<file path="src/rtl/serial_link_delay_line.sv">
// rtl/serial_link_delay_line.sv - programmable multi-lane delay line with warm-up and stall
//
// Ports:
//   clk_i, rst_i        clock, synchronous active-high reset
//   en_i                advance enable; delay is counted in enabled cycles
//   data_i, valid_i     input lanes (lane 0 in LSBs) and qualifier
//   delay_i             requested delay, loaded by the delay_set_i strobe
//   data_o, valid_o     delayed lanes and qualifier (DefaultVal when invalid and UseDefault=1)
//   delay_o             active delay after clamping to MaxDelay
//   warm_o              high while the line refills after reset or re-programming
module serial_link_delay_line #(
    parameter int                   NumChannels = 1,
    parameter int                   DataWidth   = 8,
    parameter int                   MaxDelay    = 16,
    parameter bit                   UseDefault  = 1'b1,
    parameter logic [DataWidth-1:0] DefaultVal  = '0
) (
    input  logic                              clk_i,
    input  logic                              rst_i,
    input  logic                              en_i,
    input  logic [NumChannels*DataWidth-1:0]  data_i,
    input  logic                              valid_i,
    input  logic [$clog2(MaxDelay+1)-1:0]     delay_i,
    input  logic                              delay_set_i,
    output logic [NumChannels*DataWidth-1:0]  data_o,
    output logic                              valid_o,
    output logic [$clog2(MaxDelay+1)-1:0]     delay_o,
    output logic                              warm_o
);

    localparam int BusW = NumChannels * DataWidth;
    localparam int DlyW = $clog2(MaxDelay + 1);
    localparam int PtrW = (MaxDelay > 1) ? $clog2(MaxDelay) : 1;
    localparam int SumW = $clog2(2 * MaxDelay) + 1;

    localparam logic [PtrW-1:0] LastPtr = PtrW'(MaxDelay - 1);
    localparam logic [DlyW-1:0] MaxD    = DlyW'(MaxDelay);

    typedef enum logic {
        WARM,
        RUN
    } state_t;

    state_t state, state_next;

    logic [BusW-1:0]     data_mem [MaxDelay];
    logic [MaxDelay-1:0] vld_mem;
    logic [PtrW-1:0]     wptr;
    logic [PtrW-1:0]     rd_idx;
    logic [SumW-1:0]     rd_sum;
    logic [DlyW-1:0]     fill, fill_next;
    logic [DlyW-1:0]     delay_q;
    logic [DlyW-1:0]     delay_clamped;
    logic [BusW-1:0]     raw_data;
    logic                raw_valid;

    assign delay_clamped = (delay_i > MaxD) ? MaxD : delay_i;

    // Read index = (wptr - D) mod MaxDelay, computed with a +MaxDelay bias so
    // it never goes negative; one conditional subtract handles the wrap.
    always_comb begin
        rd_sum = SumW'(wptr) + SumW'(MaxDelay) - SumW'(delay_q);
        if (rd_sum >= SumW'(MaxDelay)) begin
            rd_sum = rd_sum - SumW'(MaxDelay);
        end
        rd_idx = rd_sum[PtrW-1:0];
    end

    // D=0 bypasses the buffer; otherwise read the slot before this edge's write,
    // which is what makes D=MaxDelay reach the slot about to be overwritten.
    always_comb begin
        raw_data  = data_mem[rd_idx];
        raw_valid = vld_mem[rd_idx];
        if (delay_q == '0) begin
            raw_data  = data_i;
            raw_valid = valid_i;
        end
    end

    assign data_o  = (UseDefault && !raw_valid) ? {NumChannels{DefaultVal}} : raw_data;
    assign valid_o = raw_valid;
    assign delay_o = delay_q;
    assign warm_o  = (state == WARM);

    // Buffer, write pointer and active delay.
    always_ff @(posedge clk_i) begin
        if (rst_i) begin
            wptr    <= '0;
            delay_q <= MaxD;
            vld_mem <= '0;
            for (int i = 0; i < MaxDelay; i++) begin
                data_mem[i] <= '0;
            end
        end else begin
            if (delay_set_i) begin
                delay_q <= delay_clamped;
                vld_mem <= '0;
            end
            // Same-cycle write lands after the clear: it is the first new sample.
            if (en_i) begin
                data_mem[wptr] <= data_i;
                vld_mem[wptr]  <= valid_i;
                wptr           <= (wptr == LastPtr) ? '0 : wptr + 1'b1;
            end
        end
    end

    // Warm-up state register.
    always_ff @(posedge clk_i) begin
        if (rst_i) begin
            state <= WARM;
            fill  <= '0;
        end else begin
            state <= state_next;
            fill  <= fill_next;
        end
    end

    always_comb begin
        state_next = state;
        fill_next  = fill;
        if (delay_set_i) begin
            fill_next  = en_i ? DlyW'(1) : '0;
            state_next = (delay_clamped == '0) ? RUN : WARM;
        end else if (state == WARM) begin
            if (fill >= delay_q) begin
                state_next = RUN;
            end else if (en_i) begin
                fill_next = fill + 1'b1;
            end
        end
    end

endmodule

</file>
<file path="config.mk">
export PLATFORM = sky130hd
export DESIGN_NAME = serial_link_delay_line
export DESIGN_NICKNAME = d
export VERILOG_FILES = /design/src/rtl/serial_link_delay_line.sv
export SDC_FILE = /design/constraint.sdc
export NUM_CORES = 1
export LEC_CHECK = 0
export CORE_UTILIZATION = 55
export CTS_CLUSTER_SIZE = 10
export DETAILED_ROUTE_END_ITERATION = 6
export PLACE_DENSITY = 0.83
export SYNTH_ARGS = -nofsm -noshare
export SYNTH_HDL_FRONTEND = slang
export SYNTH_SLANG_ARGS = --single-unit
</file>
<file path="constraint.sdc">
create_clock -name clk_i -period 2.5 [get_ports clk_i]
set_input_delay 0.25 -clock clk_i [delete_from_list [all_inputs] [get_ports clk_i]]
set_output_delay 0.25 -clock clk_i [all_outputs]
set_load 0.01 [all_outputs]
</file>
==> out/results.txt <==
CP dominant cell by count - inv_2
Nature of the critical path endpoint - output pin
YS warnings - 0
Seq/Total Area, Yosys - 0.580
Number of global-route vias before repair - 5496
RSZ-0062 raised after global routing - yes
Die ar. - 14500 µm²
Peak VDD IR - 0.416 mV
TNS Setup - -5.82 ns
Root Driver - clkbuf_16
Worst skew pair latency - 0.43 ns
Syn Nets - 649
Max clock buf depth - 2
Initial Utilization - 0.573
Fraction of registers with async set/reset - 0
Cells after synthesis - 617
Die Span X - 120 µm
Max_cap viols - 0
Critical path type - flop to output pin
Ports - 33
Initial DRC count - 513
CP cell instances - inv_2, ha_4, inv_2, fa_2, buf_6, buf_16, mux4_2, nand2_1, nand3_2, o2111a_1, buf_2
H-tree Lvls - 4
Post-Syn Area - 7700 µm²
CP max FO - 8
CTS buffer count - 17
Setup WS post-layout - -0.695 ns
Sink Count - 159
Row cnt - 42
Min Hold Slack - 0.501 ns
Tcrit/Tclk final - 1.28
Main synth FF type - edfxtp_1
CTS tree - yes
Buffers added on ports - 32
Hold Path Origin - delay_i[0]
Total GRT Usage - 0.280
Diodes inserted - 0
WL final - 19200 µm
Number of max-slew violations in the final report - 0
Synth area leader - edfxtp_1
Critical path launch point type - flop
Critical Path RT - 2.25 ns
Core Area - 13500 µm²
Worst reg2reg path depth - 8
Cts hold-fix bufs - 0
Power per cell area - 720 nW/µm²
Hold depth - 3
Failing checks - negative setup slack
FMAX - 313 MHz
Number of enable flip-flop cells after synthesis - 128
Wire length of the first global-routing pass - 30000 µm
Die Y - 120 µm
R2R Setup Slk - 0.20 ns
Register bit count reported by yosys - 159
Hold WC Path Type - input pin to flop
Hold EP - delay_o[0]$_SDFFE_PP0P_
Worst Path Arrival - 2.94 ns
First-pass DRT Iterations - 5
Area share of the largest cell type after synthesis - 0.499
Initial antenna violation count - 0
Synth top area cells - edfxtp_1, and2_1, mux4_2
R2R Path Start - delay_o[0]$_SDFFE_PP0P_
Post-synth top cells - and2_1, edfxtp_1, nor2_1, nand2_1, mux4_2
Worst r2r dst - fill[4]$_SDFFE_PP0P_
Slowest stage delay, CP - 0.60 ns
Clk slew on worst S/H paths - 0.06 ns
Worst setup startpoint - wptr[0]$_SDFFE_PP0P_
Via-to-Cell Ratio - 6.16
Clock Skews - 0.00846 ns
Slowest CP cell - fa_2
Hold Violations, Final - 0
Slew @ Worst Pin - 0.781 ns
DRC Markers - 0
Fill cells - 879
Final setup fails - 9
Area of the multi-input gates - 3160 µm²
Grt total ovfl - 0
Wire length per cell - 21.8 µm
Final net count - 727
Largest net degree at the start of global routing - 27
Mapped Avg Cell Area - 12.5 µm²
Final GP Congestion - 0.898
Post-DP HPWL - 12500 µm
Register area - 4470 µm²
Share of layout cells above drive strength 1 - 0.242
Unique masters post-synth - 41
Vias - 5435
Most instantiated library cell after synthesis - and2_1
Layout area overhead - 21.4%
Slew margin rel. - 0.475
Leakage power - 0.00349 µW
Antenna viol nets, final - 0
Fin crit period - 3.19 ns
Status - finished, violations left
## flip-flops by register name, indices dropped and copies added, names as in the netlist
| signal | flops |
|---|---|
| wptr | 4 |
| state | 1 |
| data_mem | 128 |
| fill | 5 |
| vld_mem | 16 |
| delay_o | 5 |
## worst max-delay path: cells and delay by family (launching register included)
kind                     cells  cell delay, ns
adder cells (fa/ha/maj)      2            0.74
buffers and inverters        5            0.53
multiplexers                 1            0.53
flip-flops                   1            0.33
AND/OR/NAND/NOR              2            0.20
AO/OA/AOI/OAI                1            0.19
## cells by family (layout without fill, tap and decap cells)
logic type	count (synthesis)	after routing	synth area share
flip-flops	159	159	0.580
AO/OA/AOI/OAI	63	63	0.0515
AND/OR/NAND/NOR	288	288	0.203
buffers and inverters	48	138	0.0261
multiplexers	39	39	0.109
adder cells (fa/ha/maj)	14	14	0.0237
XOR/XNOR	6	6	0.00682
## cells in the final DEF, fill, tap and decap left out, types with 3 or more instances in the layout
| cell | n |
|---|---|
| and2_1 | 131 |
| edfxtp_1 | 128 |
| buf_4 | 56 |
| nor2_1 | 51 |
| mux4_2 | 36 |
| nand2_1 | 36 |
| dfxtp_1 | 29 |
| clkdlybuf4s50_1 | 23 |
| o21ai_0 | 22 |
| a21oi_1 | 21 |
| clkbuf_16 | 17 |
| nor3b_1 | 16 |
| nand3_1 | 12 |
| ha_1 | 11 |
| nand3_2 | 10 |
| nand2_2 | 10 |
| inv_1 | 9 |
| buf_2 | 9 |
| o2111a_1 | 8 |
| nor3_1 | 5 |
| bufinv_16 | 4 |
| xnor2_1 | 3 |
| nand2b_1 | 3 |
| o22ai_1 | 3 |
| or3_1 | 3 |
| clkinvlp_4 | 3 |
| buf_16 | 3 |
| buf_12 | 3 |
## metal layers
metal / global-route usage / share of wire / vias to the layer above
met5: 0 / 0 / -
met4: 0.130 / 0.037 / 0
met3: 0.0566 / 0.082 / 65
met2: 0.484 / 0.52 / 309
met1: 0.338 / 0.36 / 2677
li1: - / - / 2384
## final cells by class
cell class / instances / area share
Sequential cell: 159 / 0.478
Multi-Input combinational cell: 410 / 0.338
Timing Repair Buffer: 96 / 0.0921
Clock buffer: 19 / 0.0463
Tap cell: 176 / 0.0235
Clock inverter: 12 / 0.0181
Inverter: 11 / 0.00442
## per-stage QoR
stage | std cells | area [µm²] | setup WS (ns) | power (µW) | utilization
after CTS | 881 | 9290 | -0.635 | 6680 | 0.690
after global routing | 883 | 9350 | -0.758 | 6910 | 0.695
final | 883 | 9350 | -0.695 | 6730 | 0.695
after floorplan | 617 | 7760 | -0.00827 | 3630 | -
after detailed placement | 844 | 8570 | -0.604 | 3990 | 0.637
after global placement | 844 | 8570 | -0.590 | 3960 | 0.637
## power by group
group          internal (µW)  total, µW  switching (µW)
combinational            504       1060             559
clock                   1650       2670            1020
sequential              2960       2990            38.4
total                   5110       6730            1620
## what timing repair did
item                       in CTS  in global routing
setup buffers                   4                  2
pin swaps                      21                 10
gates resized for setup        55                 13
setup endpoints to repair       9                  9
gates cloned                    2                  0
## worst max-delay path by stage
stage	end	slack, ns	cells past startpoint
final	data_o[4]	-0.69	11
after global routing	data_o[4]	-0.76	11
after CTS	data_o[7]	-0.64	11
after detailed placement	data_o[0]	-0.60	10
after global placement	data_o[1]	-0.59	10
after floorplan	data_o[4]	-0.008	10
No activity file was read; power rests on OpenSTA's default activity.
